<file path="config.mk">
export PLATFORM = sky130hd
export DESIGN_NAME = radix4_ntt_scheduler
export DESIGN_NICKNAME = d
export VERILOG_FILES = /design/src/rtl/radix4_ntt_scheduler.sv
export SDC_FILE = /design/constraint.sdc
export NUM_CORES = 1
export LEC_CHECK = 0
export CORE_MARGIN = 2
export CORE_UTILIZATION = 50
export CTS_CLUSTER_SIZE = 8
export DETAILED_ROUTE_END_ITERATION = 8
export PLACE_DENSITY_LB_ADDON = 0.1
export SYNTH_ARGS = -nofsm -noshare
export SYNTH_HDL_FRONTEND = slang
export SYNTH_SLANG_ARGS = --single-unit
export TNS_END_PERCENT = 100
</file>
<file path="constraint.sdc">
create_clock -name clk -period 11 [get_ports clk]
set_input_delay 2.2 -clock clk [delete_from_list [all_inputs] [get_ports clk]]
set_output_delay 2.2 -clock clk [all_outputs]
set_load 0.01 [all_outputs]
</file>
<file path="src/rtl/radix4_ntt_scheduler.sv">
// ---------------------------------------------------------------------------
// radix4_ntt_scheduler
//
// Purpose:
//   Sequences a radix-4 DIF, in-place NTT/INTT over N = 4^LOG4N points. For
//   each of the LOG4N stages it issues N/4 butterfly groups. Each group is
//   four data addresses plus three twiddle exponents, offered on a
//   valid/ready handshake. Between stages it waits PIPE_LAT cycles so the
//   butterfly pipeline can finish writing back. It then pulses done.
//
// Ports:
//   clk, rst            clock, synchronous active-high reset
//   start, select       start request (sampled in IDLE), 0 = NTT / 1 = INTT
//   busy, done          busy from the cycle after start up to and including
//                       the done cycle; done is a one-cycle pulse
//   mode                select latched at start
//   stage               current stage index
//   bf_valid, bf_ready  group handshake
//   addr_0..addr_3      data addresses of the four butterfly legs
//   tw_exp_1..tw_exp_3  twiddle exponents of legs 1..3 (leg 0 is untwiddled)
//   state_dbg           current FSM state (IDLE=0, ISSUE=1, DRAIN=2, DONE=3)
//
// Handshake: a group transfers on a clock edge where bf_valid && bf_ready.
// Once bf_valid is raised it stays high, and the group fields plus stage and
// mode stay stable, until that transfer happens.
// ---------------------------------------------------------------------------
module radix4_ntt_scheduler #(
    parameter int width    = 32,
    parameter int LOG4N    = 3,
    parameter int ADDR_W   = 2 * LOG4N,
    parameter int PIPE_LAT = 4,
    localparam int STAGE_W = (LOG4N > 1) ? $clog2(LOG4N) : 1
) (
    input  logic               clk,
    input  logic               rst,
    input  logic               start,
    input  logic               select,
    output logic               busy,
    output logic               done,
    output logic               mode,
    output logic [STAGE_W-1:0] stage,
    output logic               bf_valid,
    input  logic               bf_ready,
    output logic [ADDR_W-1:0]  addr_0,
    output logic [ADDR_W-1:0]  addr_1,
    output logic [ADDR_W-1:0]  addr_2,
    output logic [ADDR_W-1:0]  addr_3,
    output logic [ADDR_W-1:0]  tw_exp_1,
    output logic [ADDR_W-1:0]  tw_exp_2,
    output logic [ADDR_W-1:0]  tw_exp_3,
    output logic [1:0]         state_dbg
);

    localparam int CNT_W = (PIPE_LAT > 1) ? $clog2(PIPE_LAT) : 1;

    localparam logic [ADDR_W-1:0]  LAST_B     = ADDR_W'((1 << (ADDR_W - 2)) - 1);
    localparam logic [STAGE_W-1:0] LAST_STAGE = STAGE_W'(LOG4N - 1);
    localparam logic [CNT_W-1:0]   DRAIN_LAST = CNT_W'((PIPE_LAT > 0) ? PIPE_LAT - 1 : 0);

    typedef enum logic [1:0] {
        IDLE  = 2'd0,
        ISSUE = 2'd1,
        DRAIN = 2'd2,
        DONE  = 2'd3
    } state_t;

    typedef struct packed {
        logic [ADDR_W-1:0] a0;
        logic [ADDR_W-1:0] a1;
        logic [ADDR_W-1:0] a2;
        logic [ADDR_W-1:0] a3;
        logic [ADDR_W-1:0] t1;
        logic [ADDR_W-1:0] t2;
        logic [ADDR_W-1:0] t3;
    } group_t;

    state_t            state;
    logic [ADDR_W-1:0] b_q;
    logic [CNT_W-1:0]  cnt_q;

    // Address and exponent set for group b of stage s. All sums wrap at
    // ADDR_W bits, which is exactly modulo N.
    function automatic group_t calc_group(input logic [STAGE_W-1:0] s,
                                          input logic [ADDR_W-1:0]  b,
                                          input logic               inv);
        group_t            g;
        int                sh;
        logic [ADDR_W-1:0] span;
        logic [ADDR_W-1:0] j;
        logic [ADDR_W-1:0] base;
        logic [ADDR_W-1:0] e1;
        logic [ADDR_W-1:0] e2;
        logic [ADDR_W-1:0] e3;
        sh   = 2 * (LOG4N - 1 - int'(s));            // log2(span)
        span = ADDR_W'(1) << sh;
        j    = b & (span - ADDR_W'(1));
        // blk*4*span: drop the j bits, then shift the block index up by 2 more
        base = ((b >> sh) << (sh + 2)) + j;
        g.a0 = base;
        g.a1 = base + span;
        g.a2 = base + (span << 1);
        g.a3 = base + span + (span << 1);
        e1   = j << (2 * s);                          // j * 4^s
        e2   = e1 << 1;
        e3   = e1 + e2;
        // Inverse transform uses the negated exponent; 0 - 0 stays 0.
        g.t1 = inv ? (ADDR_W'(0) - e1) : e1;
        g.t2 = inv ? (ADDR_W'(0) - e2) : e2;
        g.t3 = inv ? (ADDR_W'(0) - e3) : e3;
        return g;
    endfunction

    assign state_dbg = state;

    always_ff @(posedge clk) begin
        if (rst) begin
            state    <= IDLE;
            b_q      <= '0;
            cnt_q    <= '0;
            busy     <= 1'b0;
            done     <= 1'b0;
            mode     <= 1'b0;
            stage    <= '0;
            bf_valid <= 1'b0;
            {addr_0, addr_1, addr_2, addr_3, tw_exp_1, tw_exp_2, tw_exp_3} <= '0;
        end else begin
            case (state)
                IDLE: begin
                    done <= 1'b0;
                    if (start) begin
                        mode     <= select;
                        stage    <= '0;
                        b_q      <= '0;
                        busy     <= 1'b1;
                        bf_valid <= 1'b1;
                        {addr_0, addr_1, addr_2, addr_3, tw_exp_1, tw_exp_2, tw_exp_3}
                            <= calc_group('0, '0, select);
                        state    <= ISSUE;
                    end
                end

                ISSUE: begin
                    if (bf_ready) begin
                        if (b_q != LAST_B) begin
                            b_q <= b_q + ADDR_W'(1);
                            {addr_0, addr_1, addr_2, addr_3, tw_exp_1, tw_exp_2, tw_exp_3}
                                <= calc_group(stage, b_q + ADDR_W'(1), mode);
                        end else if (PIPE_LAT > 0) begin
                            bf_valid <= 1'b0;
                            cnt_q    <= '0;
                            state    <= DRAIN;
                        end else if (stage == LAST_STAGE) begin
                            bf_valid <= 1'b0;
                            done     <= 1'b1;
                            state    <= DONE;
                        end else begin
                            // No drain: next stage's first group follows back to back.
                            stage <= stage + STAGE_W'(1);
                            b_q   <= '0;
                            {addr_0, addr_1, addr_2, addr_3, tw_exp_1, tw_exp_2, tw_exp_3}
                                <= calc_group(stage + STAGE_W'(1), '0, mode);
                        end
                    end
                end

                DRAIN: begin
                    // Fixed-length wait; bf_ready is irrelevant here.
                    if (cnt_q != DRAIN_LAST) begin
                        cnt_q <= cnt_q + CNT_W'(1);
                    end else if (stage == LAST_STAGE) begin
                        done  <= 1'b1;
                        state <= DONE;
                    end else begin
                        stage    <= stage + STAGE_W'(1);
                        b_q      <= '0;
                        bf_valid <= 1'b1;
                        {addr_0, addr_1, addr_2, addr_3, tw_exp_1, tw_exp_2, tw_exp_3}
                            <= calc_group(stage + STAGE_W'(1), '0, mode);
                        state    <= ISSUE;
                    end
                end

                DONE: begin
                    done  <= 1'b0;
                    busy  <= 1'b0;
                    state <= IDLE;
                end

                default: state <= IDLE;
            endcase
        end
    end

endmodule

</file>
==> impl_metrics.tcl, run 1 <==
set metrics [dict create \
    layout_min_cycle_time_ns 4.41 \
    viasPerCell 5.65 \
    synthSimpleGateAreaFrac_pct 21.5 \
    hp-class "reg -> reg" \
    rsz0062_at_grt "no" \
    cp_slowest_stage_delay_ns 0.58 \
    post-cts-setup-buffers 0 \
    syn_area_mm2 0.00342 \
    wl_um 7910 \
    drt_pass1_iterations 4 \
    power.internal_mw 0.406 \
    skew_ns 0.0105 \
    p_clk_share_pct 19.4 \
    ant_nets 0 \
    cts_resized 0 \
    io_pins 55 \
    coreArea_mm2 0.00672 \
    grt_overflow_total 0 \
    critical_path.top_delay_family "simple AND/OR/NAND/NOR gates" \
    r2r_end "addr_3[5]" \
    final_cell_mix "clkdlybuf4s50_1, nor2_1, dfxtp_1, nand2_1, ha_1" \
    switching_power_mw 0.290 \
    avgSynthCellArea_um2 7.97 \
    hold_path.startpoint "tw_exp_3[2]" \
    dieArea_mm2 0.00752 \
    layout_commonest_cell "clkdlybuf4s50_1" \
    irDropWorstVdd_mv 0.0988 \
    yosysWarnings 0 \
    synth_ff_type "dfxtp_1" \
    syn_inst 429 \
    gp_congestion 0.848 \
    drc_errors 0 \
    worst_ep_required_time_ns 11.16 \
    insertion_delay_ns 0.31 \
    grt_usage_pct 21.3 \
    ys_seq_area_share_pct 28.7 \
    synth_top_family_by_area "simple AND/OR/NAND/NOR gates" \
    relSlewSlack_pct 34.7 \
    first_global_vias 2823 \
    fmax_mhz 227 \
    worstHoldPathCells 2 \
    via_count 3065 \
    cts_buffers 5 \
    cp_slowest_cell "nand2_1" \
    grt_max_degree 52 \
    p_seq_share_pct 32.8 \
    status "complete, no violations" \
    clock_path_buffers 2 \
    area_growth_pct 17.3 \
    htree_levels 2 \
    r2r-start "stage[0]" \
    initial_core_util_pct 50.9 \
    min_to "tw_exp_3[2]" \
    antenna_found_initial 0 \
    power_per_cell_area_mw_per_mm2 173 \
    die_height_um 86.7 \
    synthArstFlopShare_pct 0 \
    synth_mux_area_share_pct 1.35 \
    p_leak_nw 1.62 \
    r2r_slack_ns 6.65 \
    r2r_cells 15 \
    cp.arrival_ns 4.57 \
    cp-end-kind "register" \
    fin_crit_sh_pct 40.1 \
    die_w_um 86.7 \
    start_kind "primary input" \
    crit_buf_inv 1 \
    first_iter_violations 126 \
    synth_compound_area_share_pct 20.5 \
    grt_first_pass_wirelength_um 12900 \
    fin_setup_tns_ns 0 \
    synth_xor_area_share_pct 7.57 \
    p_comb_share_pct 47.8 \
    place_hpwl_um 5750 \
    antenna_cells 0 \
    p_sw_share_pct 41.6 \
    maxCapViolCount 0 \
    crit_chain "clkdlybuf4s50_1 > nand2b_1 > o21ai_0 > nor2_1 > nand2_1 > a31oi_1 > a211oi_1" \
    path_class "in -> reg" \
    maxSlewViolCount 0 \
    hold_viol 0 \
    final_nets 502 \
    clockRootBuffer "clkbuf_8" \
    finalSetupViolCount 0 \
    ys_ff_latch 49 \
    hold_buffers 0 \
    synth_cell_types 53 \
    final_layout_size_suffix_gt1_share_pct 6.49 \
    post-route-util_pct 59.7 \
    wl_per_cell_um 14.6 \
    synth-edff-count 0 \
    cp_max_fo 28 \
    cts.sinks 49 \
    tightestPinTransition_ns 0.977 \
    cts_tree "done" \
    rows 30 \
    portBuffers 53 \
    synth-adder-area-share_pct 13.9 \
    cts.reportedPaths.clkPinSlew_ns 0.10 \
]
-- worst max path at each step --
stage,start,to,cells past startpoint
detailed placement,start,addr_1[2],7
floorplan,stage[0],addr_3[5],17
global placement,start,addr_2[3],7
global route,start,addr_3[2],7
finish,start,addr_1[2],7
CTS,start,addr_1[2],7
-- sequential cells by signal, indices dropped and copies added, names as in the netlist --
| name | flops |
|---|---|
| mode | 1 |
| cnt_q | 2 |
| addr_1 | 6 |
| stage | 2 |
| bf_valid | 1 |
| tw_exp_1 | 6 |
| b_q | 6 |
| tw_exp_3 | 5 |
| addr_0 | 6 |
| state_dbg | 2 |
| addr_3 | 5 |
| busy | 1 |
| addr_2 | 5 |
| done | 1 |
-- synthesized netlist by cell type, drive strengths merged, types with 14 or more instances --
| cell | number | share of area (%) |
|---|---|---|
| nor2 | 50 | 5.5 |
| dfxtp | 49 | 29 |
| nand2 | 49 | 5.5 |
| ha | 34 | 12 |
| a21oi | 32 | 4.8 |
| buf | 19 | 3.4 |
| o21ai | 19 | 2.9 |
| a22oi | 18 | 4.1 |
| nand3 | 16 | 2.6 |
| inv | 14 | 1.5 |
| nor3 | 14 | 2.2 |
| xnor2 | 14 | 3.6 |
-- logic make-up after synthesis --
| group | after synthesis |
|---|---|
| XOR/XNOR | 27 |
| AO/OA/AOI/OAI | 108 |
| AND/OR/NAND/NOR | 157 |
| flip-flops | 49 |
| multiplexers | 4 |
| buffers and inverters | 46 |
| other | 1 |
| adder cells (fa/ha/maj) | 37 |
-- metal layers --
layer	share of wire [%]	GRT usage, %	up-vias
li1	-	-	1546
met1	48	27.4	1461
met2	48	37.5	51
met3	2.5	3.05	7
met4	1.1	5.11	0
met5	0	0	-
-- power by group through the flow --
stage	registers [mW]	logic [mW]	clock network [mW]
5_1_grt	0.233	0.366	0.144
4_1_cts	0.229	0.333	0.138
3_3_place_gp	0.232	0.325	0
3_5_place_dp	0.233	0.330	0
6_report	0.228	0.332	0.135
2_1_floorplan	0.241	0.210	0
-- through the flow --
stage | instance area, um2 | setup slack (ns) | power (mW) | instances | hold slack, ns
after floorplan | 3430 | 7.30 | 0.451 | 432 | 0.476
after global routing | 4010 | 6.34 | 0.742 | 542 | 0.475
after global placement | 3900 | 6.34 | 0.557 | 534 | 0.442
final | 4010 | 6.59 | 0.696 | 542 | 0.461
after detailed placement | 3900 | 6.27 | 0.562 | 534 | 0.447
after CTS | 4010 | 6.60 | 0.699 | 542 | 0.461
-- tightest hold or removal path: cells and delay by family (launching register included) --
kind	cells	cell delay [ns]
flops	1	0.32
simple gates	1	0.05
compound gates	1	0.05
-- cell type report --
class                      instances  area [um2]
timing repair buffer              54         533
clock buffer                       5        68.8
multi-input combinational        337        2230
sequential                        49         981
fill                             613        2710
tap                               80         100
clock inverter                     3        46.3
inverter                          14        52.6
(Power assumes the default switching activity.)
==> run 2, diff against run 1 <==
- CORE_UTILIZATION: 50 -> 49
- clock period: 11 -> 3.7 ns (I/O delays scaled with it)
==> run 2 against run 1 <==
- sequential cell count unchanged
- clock power grew to 2.9 times the previous value
- non-clock buffer count rose by 10
- die area up 1.9%
- power grew to 3.0 times the previous value
- global-route usage is 0.82 points higher
- sequential power rose to 3.0 times the previous value
- cell count up 1.8%
- core utilization grew 1.3 points
- critical path depth is 7 higher
- clock skew decreased by 0.00076 ns
- register-to-register slack got worse by 6.4 ns
- critical path type is now reg -> reg
==> impl_metrics.tcl, run 2 (synthesized netlist as in run 1, its figures left out) <==
set metrics [dict create \
    status "complete, no violations" \
    initial_core_util_pct 50.6 \
    busiest_layer "met2" \
    r2r_slack_ns 0.23 \
    dieArea_mm2 0.00767 \
    p_leak_nw 1.68 \
    fin_setup_tns_ns 0 \
    first_global_vias 2903 \
    post-cts-setup-buffers 0 \
    io_pins 55 \
    cts_tree "done" \
    cp.arrival_ns 3.64 \
    cp_slowest_cell "or4_4" \
    maxSlewViolCount 0 \
    grt_max_degree 52 \
    power.internal_mw 1.24 \
    antenna_found_initial 0 \
    viasPerCell 5.49 \
    crit_chain "inv_1 > ha_1 > buf_4 > nor2_1 > ha_1 > a21o_1 > a21oi_1 > xnor2_2 > ha_1 > or4_4 > a21oi_2 > xor2_2 > xnor2_1 > o22ai_1" \
    grt_usage_pct 22.1 \
    fin_ws_ns 0.225 \
    final_layout_size_suffix_gt1_share_pct 9.11 \
    ant_nets 0 \
    r2r-start "stage[0]" \
    insertion_delay_ns 0.31 \
    path_class "reg -> reg" \
    antenna_cells 0 \
    htree_levels 2 \
    cp.depth 14 \
    p_sw_share_pct 40.8 \
    final_nets 512 \
    power_per_cell_area_mw_per_mm2 509 \
    cts_buffers 5 \
    fillers 611 \
    crit_path_frequent_cell "ha_1" \
    clock_path_buffers 2 \
    die_w_um 87.6 \
    start_kind "register" \
    maxCapViolCount 0 \
    finalSetupViolCount 0 \
    r2r_end "addr_3[5]" \
    hp-class "reg -> reg" \
    worst_ep_required_time_ns 3.87 \
    wl_per_cell_um 14.2 \
    skew_ns 0.00973 \
    cp-end-kind "register" \
    first_iter_violations 161 \
    cts.reportedPaths.clkPinSlew_ns 0.09 \
    drt_pass1_iterations 4 \
    p_clk_share_pct 18.6 \
    final_cell_mix "clkdlybuf4s50_1, nor2_1, dfxtp_1, nand2_1, ha_1" \
    r2r_cells 14 \
    final_area_mm2 0.00412 \
    drc_errors 0 \
    place_hpwl_um 5910 \
    fmax_mhz 288 \
    cts_resized 0 \
    hold_viol 0 \
    die_height_um 87.6 \
    switching_power_mw 0.856 \
    layout_min_cycle_time_ns 3.47 \
    fin_crit_sh_pct 93.9 \
    place_area_mm2 0.00397 \
    total_power_mw 2.10 \
    crit_buf_inv 2 \
    tightestPinTransition_ns 0.908 \
    startpoint "stage[0]" \
    irDropWorstVdd_mv 0.519 \
    final_cells 552 \
    coreArea_mm2 0.00676 \
    wl_um 7850 \
    place_ws_ns 0.189 \
    met2_usage_pct 36.2 \
    layout_commonest_cell "clkdlybuf4s50_1" \
    portBuffers 53 \
    grtUsageMet3_pct 2.92 \
    area_growth_pct 20.5 \
    multiInputGateArea_mm2 0.00227 \
    gp_congestion 0.888 \
    p_comb_share_pct 48.9 \
    cp_slowest_stage_delay_ns 0.56 \
    clockRootBuffer "clkbuf_8" \
    cts.sinks 49 \
    gr-usage-met1_pct 30.2 \
    post-route-util_pct 61.0 \
    p_seq_share_pct 32.4 \
    finalHoldWorstSlack_ns 0.455 \
    cp_max_fo 7 \
    via_count 3033 \
    grt_first_pass_wirelength_um 13500 \
    rows 30 \
    seqCellArea_um2 981 \
    dp_cells 544 \
    critical_path.top_delay_family "adder cells" \
    endpoint "addr_3[5]" \
    relSlewSlack_pct 39.4 \
    grt_overflow_total 0 \
    hold_buffers 0 \
]
-- run 2: cell count changes in the layout (fill, tap and decap cells not counted), sizes merged --
cell | before | now
clkbuf | 5 | 6
clkinvlp | 1 | 0
buf | 2 | 12
-- run 2: cell type report --
class,count,share of cell area [%]
clock buffer,6,1.76
tap,80,2.43
multi-input combinational,337,55.1
sequential,49,23.8
clock inverter,2,0.941
timing repair buffer,64,14.7
inverter,14,1.27
-- run 2: how the worst min path moves through the flow --
stage | from | end | slack [ns] | cells past startpoint
2_1_floorplan | addr_2[2] | addr_2[2] | 0.48 | 2
3_3_place_gp | addr_0[2] | addr_0[2] | 0.44 | 2
3_5_place_dp | addr_3[1] | addr_3[1] | 0.44 | 2
4_1_cts | tw_exp_3[2] | tw_exp_3[2] | 0.46 | 2
5_1_grt | addr_1[1] | addr_1[1] | 0.47 | 2
6_report | tw_exp_3[2] | tw_exp_3[2] | 0.45 | 2
-- run 2: power groups by stage --
stage	logic, mW	clock network (mW)	registers [mW]
floorplan	0.625	0	0.716
global placement	1.02	0	0.690
detailed placement	1.02	0	0.691
CTS	1.03	0.401	0.681
global route	1.16	0.418	0.693
finish	1.03	0.391	0.680
-- run 2: worst min-delay path, stage by stage (launching register included) --
cell and delay, ns:
dfxtp_1 0.32, nand2_1 0.05, a21oi_1 0.05
-- run 2: layer usage --
layer | share of wire [%] | vias to the layer above
met1 | 50 | 1412
met5 | 0 | -
met3 | 3.3 | 9
met2 | 45 | 55
met4 | 1.3 | 0
li1 | - | 1557
==> run 3, diff against run 2 <==
- CORE_MARGIN: 2 -> 8
- SLEW_MARGIN: unset -> 10
==> run 3 against run 2 <==
- first-iteration DRC count shrank 13%
- critical path depth down 2
- via count up 0.63%
- critical endpoint unchanged
- largest cell class unchanged
- largest power group unchanged
==> impl_metrics.tcl, run 3 (synthesized netlist as in run 1, its figures left out) <==
set metrics [dict create \
    clock_path_buffers 2 \
    post-cts-setup-buffers 0 \
    layout_commonest_cell "clkdlybuf4s50_1" \
    die_height_um 99.6 \
    io_pins 55 \
    clockRootBuffer "clkbuf_8" \
    grt_usage_pct 17.4 \
    grt_first_pass_wirelength_um 14300 \
    finalHoldWorstSlack_ns 0.457 \
    p_clk_share_pct 15.9 \
    final_cell_mix "clkdlybuf4s50_1, nor2_1, nand2_1, dfxtp_1, ha_1" \
    gp_congestion 0.919 \
    p_comb_share_pct 50.8 \
    rows 30 \
    relSlewSlack_pct 35.7 \
    final_layout_size_suffix_gt1_share_pct 10.4 \
    cp.arrival_ns 3.65 \
    maxSlewViolCount 0 \
    tightestPinTransition_ns 0.965 \
    fin_ws_ns 0.204 \
    seqCellArea_um2 983 \
    antenna_cells 0 \
    critical_path.top_delay_family "adder cells" \
    dieArea_mm2 0.00991 \
    cp-end-kind "register" \
    hp-class "reg -> reg" \
    grt_max_degree 52 \
    rsz0062_at_grt "no" \
    p_seq_share_pct 33.3 \
    die_w_um 99.6 \
    via_count 3052 \
    ant_nets 0 \
    final_nets 511 \
    crit_path_frequent_cell "ha_1" \
    dp_cells 559 \
    post-route-util_pct 60.8 \
    power.internal_mw 1.18 \
    coreArea_mm2 0.00679 \
    crit_chain "ha_1 > nand3_2 > xor2_1 > nor2_1 > ha_1 > xnor2_2 > ha_1 > or4_4 > a21oi_2 > xor2_2 > xnor2_1 > o22ai_1" \
    crit_buf_inv 0 \
    cts_buffers 5 \
    power_per_cell_area_mw_per_mm2 495 \
    place_ws_ns 0.131 \
    drc_errors 0 \
    p_leak_nw 1.67 \
    p_sw_share_pct 42.2 \
    htree_levels 2 \
    layout_min_cycle_time_ns 3.50 \
    irDropWorstVdd_mv 0.397 \
    path_class "reg -> reg" \
    first_global_vias 3051 \
    start_kind "register" \
    cp_max_fo 7 \
    portBuffers 53 \
    initial_core_util_pct 50.3 \
    place_area_mm2 0.00399 \
    insertion_delay_ns 0.31 \
    cp_slowest_cell "or4_4" \
    multiInputGateArea_mm2 0.00228 \
    hold_viol 0 \
    area_growth_pct 20.8 \
    fin_crit_sh_pct 94.5 \
    cts_tree "done" \
    cts.sinks 49 \
    cp_slowest_stage_delay_ns 0.55 \
    grt_overflow_total 0 \
    finalSetupViolCount 0 \
    total_power_mw 2.05 \
    antenna_found_initial 0 \
    wl_um 8520 \
    place_hpwl_um 6290 \
    final_cells 566 \
    switching_power_mw 0.863 \
    fmax_mhz 286 \
    first_iter_violations 140 \
    drt_pass1_iterations 4 \
    wl_per_cell_um 15.1 \
    status "complete, no violations" \
    worst_ep_required_time_ns 3.85 \
    skew_ns 0.0109 \
    fin_setup_tns_ns 0 \
    final_area_mm2 0.00413 \
    maxCapViolCount 0 \
    fillers 640 \
    cts.reportedPaths.clkPinSlew_ns 0.09 \
    viasPerCell 5.39 \
]
[run 3: cell types whose count changed in the layout (fill, tap and decap cells not counted), moves of 2 or more]
cell / delta
dfxtp_1: -2
a21oi_1: -2
dfxtp_2: +2
a21oi_2: +2
[run 3: final timing paths]
kind          startpoint     endpoint  slack, ns  cells after the start
min reg2reg  tw_exp_3[1]  tw_exp_3[1]       0.46                      2
max               b_q[0]    addr_3[5]       0.20                     12
max reg2reg       b_q[0]    addr_3[5]       0.20                     12
min          tw_exp_3[1]  tw_exp_3[1]       0.46                      2
[run 3: layout make-up]
type | count | area share [%]
Timing Repair Buffer | 63 | 14.5
Sequential cell | 49 | 23.8
Clock buffer | 6 | 2.00
Inverter | 14 | 1.27
Clock inverter | 1 | 0.182
Tap cell | 96 | 2.91
Multi-Input combinational cell | 337 | 55.3
[run 3: routing by layer]
layer	track usage, %	wire length [um]	vias to the layer above
met4	4.54	111	0
li1	-	-	1556
met1	20.9	3910	1423
met2	30.0	4020	64
met3	4.12	476	9
met5	0	0	-
[run 3: repair_timing]
action                                 4_1_cts  5_1_grt
setup endpoints to repair                    0        3
resized for setup                            0       12
endpoints found under the hold margin        0        0
hold buffers                                 0        0
[run 3: power groups by stage]
stage                     Clock (mW)  Combinational (mW)  Sequential, mW
final                          0.325                1.04           0.681
after global routing           0.361                1.16           0.694
after CTS                      0.340                1.03           0.682
after detailed placement           0                1.02           0.691
after global placement             0                1.02           0.689
after floorplan                    0               0.625           0.716
[run 3: worst register-to-register path: cells and delay by family (launching register included)]
kind            cells  cell delay (ns)
xor+xnor            4             0.82
fa+ha+maj           3             0.97
compound gates      2             0.29
flops               1             0.48
simple gates        3             0.77
